### config.mk
export PLATFORM = sky130hd
export DESIGN_NAME = sat_cnt
export DESIGN_NICKNAME = d
export VERILOG_FILES = /design/src/rtl/sat_cnt.sv
export SDC_FILE = /design/constraint.sdc
export NUM_CORES = 1
export LEC_CHECK = 0
export ABC_CLOCK_PERIOD_IN_PS = 2000
export CORE_AREA = 2 2 46 48
export DETAILED_ROUTE_END_ITERATION = 10
export DIE_AREA = 0 0 48 50
export GPL_TIMING_DRIVEN = 1
export PLACE_DENSITY = 0.7
export SYNTH_ARGS = -nofsm -noshare
export SYNTH_HDL_FRONTEND = slang
export SYNTH_SLANG_ARGS = --single-unit
export TNS_END_PERCENT = 1
### constraint.sdc
create_clock -name clk_i -period 2 [get_ports clk_i]
set_input_delay 0.3 -clock clk_i [delete_from_list [all_inputs] [get_ports clk_i]]
set_output_delay 0.3 -clock clk_i [all_outputs]
set_load 0.05 [all_outputs]
### src/rtl/sat_cnt.sv
// rtl/sat_cnt.sv - saturating up-counter with synchronous clear
// Ports:
//   clk_i  clock
//   clr_i  synchronous clear (active high)
//   inc_i  increment request
//   cnt_o  counter value, sticks at all-ones
module sat_cnt #(
  parameter int W = 16
) (
  input  logic         clk_i,
  input  logic         clr_i,
  input  logic         inc_i,
  output logic [W-1:0] cnt_o
);

  logic [W-1:0] cnt_q;
  logic [W-1:0] cnt_d;

  always_comb begin
    cnt_d = cnt_q;
    if (inc_i && (cnt_q != {W{1'b1}})) begin
      cnt_d = cnt_q + W'(1);
    end
  end

  always_ff @(posedge clk_i) begin
    if (clr_i) begin
      cnt_q <= '0;
    end else begin
      cnt_q <= cnt_d;
    end
  end

  assign cnt_o = cnt_q;

endmodule

==> summary.md <==
| Metric | Value |
|---|---|
| Status | `complete, no violations` |
| Main synth FF type | `dfxtp_1` |
| Peak VDD IR | `between 400 and 500 µV` |
| Area grow syn2layout | `30.2%` |
| Drt total wl | `1.86 mm` |
| Endpoints failing setup | `0` |
| Post-route insts no fill | `between 100 and 150` |
| CTS tree | `done` |
| Resize count post-CTS | `0` |
| Die area | `~2400 µm²` |
| Synth async-reset ratio | `0` |
| CTS sink cnt | `16` |
| FF-to-FF Start | `cnt_o[0]$_SDFFE_PP0P_` |
| YS warnings | `0` |
| Total CTS buffers | `3` |
| Worst setup path start | `cnt_o[5]$_SDFFE_PP0P_` |
| Antenna violations before repair | `0` |
| Pre-antenna DRT Iters | `5` |
| Final routed DRC violation total | `0` |
| ANT cells | `0` |
| Hold_sp | `cnt_o[15]$_SDFFE_PP0P_` |
| Final Slew Violations | `0` |
| Mapped Nets | `approximately 100` |
| Synth Instances | `99` |
| I/O pin total | `19` |
| Worst-margin pin slew | `about 0.63 ns` |
| Avg Inst Size Synth | `between 8 and 9 µm²` |
| Final worst slack | `0.0870 ns` |
| Sequential cell area | `320 µm²` |
| ANT nets after route | `0` |
| Largest net degree at the start of global routing | `19` |
| Crit path buf inv count | `1` |
| Hold Fails Final Rpt | `0` |
| Initial DRC count | `14` |
| Max FFs per register | `16` |
| Synth area leaders | `dfxtp_1 38%, or4_1 6.2%, a21oi_1 5.9%` |
| Core Rows | `16` |
| Critical path's top delay family | `buffers and inverters` |
| Multi-input gate area | `between 500 and 600 µm²` |
| Period utilization | `0.957` |
| Synth cell count leaders | `16 x dfxtp_1, 10 x a21oi_1, 7 x or4_1` |
| Top-count cell post-synth | `dfxtp_1` |
| First-pass GRT wire length | `around 3.2 mm` |
| Share of cells above drive strength 1 | `0.0917` |
| Die Y | `around 50 µm` |
| Max cap viols | `0` |
| Clk pwr share | `0.374` |
| Reg2reg setup slack | `roughly 0.14 ns` |
| Core box area | `1900 µm²` |
| CP endpoint kind | `output pin` |
| Worst slew margin | `0.576` |
| Sw frac | `0.230` |
| CTS Hold Buffers Added | `0` |
| Vias in the first global route | `727` |
| Crit-path max FO | `7` |
| Netlist cell types | `31` |
| Post-layout util | `0.581` |
| Worst skew pair latency | `0.29 ns` |
| Crit path kind | `reg2out` |
| CP Data Required Time | `1.70 ns` |
| Critical-path top delay cell | `clkdlybuf4s50_1` |
| Cells after DPL | `between 100 and 150` |
| DR WL/cell | `between 10 and 15 µm` |
| Skew final | `0.00652 ns` |
| Yosys reg bits | `16` |
| Slowest stage delay, CP | `0.85 ns` |
| DP HPWL | `around 1.4 mm` |
| Gp weighted congestion | `between 0.7 and 0.8` |
| CTS clock-pin slew for the worst setup and hold paths | `around 0.1 ns` |
| Filler cell count in the final layout | `186` |
| CTS Buffer Depth | `2` |
| Post-synth top area share | `0.378` |
| Clk Tree Root Cell | `clkbuf_4` |
| Min-delay worst type | `reg2reg` |
| Grt ovf | `0` |
| PortBufs | `18` |
| PwrDens | `524 nW/µm²` |
| Most area-hungry cell type in the Yosys netlist | `dfxtp_1` |
| Post-synth EDFFs | `0` |
| Pre-CTS setup slack | `about 0.16 ns` |
| Via density | `about 5.7` |
| Worst EP arrival | `around 1.6 ns` |
| RSZ-0062 raised after global routing | `false` |
| GRT Total Usage | `0.183` |
| Leakage | `approximately 0.35 nW` |
| Post-CTS setup buffers | `0` |
| Startpoint Class | `flip-flop` |
| Post-synthesis sequential area ratio | `0.378` |
| Total negative setup slack | `0 ns` |
| Logic pwr share | `0.064` |
| # nets final | `around 130` |
| Worst Hold Slack | `about 0.54 ns` |
| Tmin final | `approximately 1.9 ns` |
| Mapped cell area | `848 µm²` |
| Flop pwr share | `0.562` |
| H-Tree Depth | `1` |
| F_max | `between 0.5 and 0.6 GHz` |
| Chip width | `48 µm` |
| Initial Utilization | `0.446` |
| Switching power | `~0.00013 W` |
| CP Cell Sequence | `clkdlybuf4s50_1` |
| DR vias | `832` |
| Internal power | `roughly 0.00045 W` |
[power by group through the flow]
stage                     sequential (W)  combinational [W]  clock, W
final                           0.000326          0.0000370  0.000217
after global routing            0.000327          0.0000404  0.000246
after CTS                       0.000326          0.0000374  0.000221
after detailed placement        0.000333          0.0000372         0
after global placement          0.000333          0.0000367         0
after floorplan                 0.000343          0.0000116         0
[cells in the final DEF, fill, tap and decap left out]
master / netlist / routed
nand3b_1: 1 / 1
and4_1: 3 / 3
nand2_1: 6 / 6
o21a_1: 1 / 1
nand4_1: 3 / 3
clkbuf_4: 0 / 3
or4_1: 7 / 7
inv_1: 3 / 3
nor3_1: 4 / 4
nor4_1: 2 / 2
nand2_2: 1 / 1
o41ai_1: 1 / 1
o21ai_0: 4 / 4
o31ai_1: 6 / 6
ha_1: 1 / 1
clkbuf_8: 0 / 1
mux2i_1: 1 / 1
nand3_1: 6 / 6
nand4_4: 1 / 1
o311ai_0: 1 / 1
nor2b_1: 2 / 2
or3_1: 3 / 3
nor2_1: 6 / 6
nor4bb_1: 1 / 1
mux2_2: 1 / 1
a21oi_1: 10 / 10
clkdlybuf4s50_1: 0 / 18
and3_1: 1 / 1
buf_4: 0 / 3
xnor2_1: 2 / 2
dfxtp_1: 16 / 16
nor4_4: 1 / 1
[metrics by stage]
step	instance area, µm²	power, W
floorplan	848	0.000354
global placement	1070	0.000369
detailed placement	1070	0.000370
CTS	1100	0.000584
global route	1100	0.000613
finish	1100	0.000579
[final timing paths]
check / to / cells after the start
setup / recovery: cnt_o[5] / 1
hold / removal: cnt_o[15]$_SDFFE_PP0P_ / 2
setup reg to reg: cnt_o[11]$_SDFFE_PP0P_ / 6
hold reg to reg: cnt_o[15]$_SDFFE_PP0P_ / 2
[final cells by class]
class                           instances  area share
Multi-Input combinational cell         76       0.453
Clock buffer                            4      0.0328
Tap cell                               27      0.0306
Timing Repair Buffer                   21       0.183
Inverter                                3      0.0102
Sequential cell                        16       0.290
[metal layers]
layer / track usage / vias up / wire (µm)
li1: - / 425 / -
met1: 0.242 / 383 / 840
met2: 0.289 / 20 / 893
met3: 0.0403 / 4 / 103
met4: 0.0541 / 0 / 26
met5: 0 / - / 0
[cells by family (layout without fill, tap and decap cells)]
| kind of cell | count (synthesis) | after routing | synth area share |
|---|---|---|---|
| adders and majority gates | 1 | 1 | 0.0147 |
| AOI/OAI and AO/OA | 23 | 23 | 0.165 |
| and+or+nand+nor | 48 | 48 | 0.364 |
| xor gates and xnor gates | 2 | 2 | 0.0207 |
| muxes | 2 | 2 | 0.0251 |
| buffers and inverters | 7 | 28 | 0.0324 |
| DFF | 16 | 16 | 0.378 |
Power figures use the tool's default switching activity.
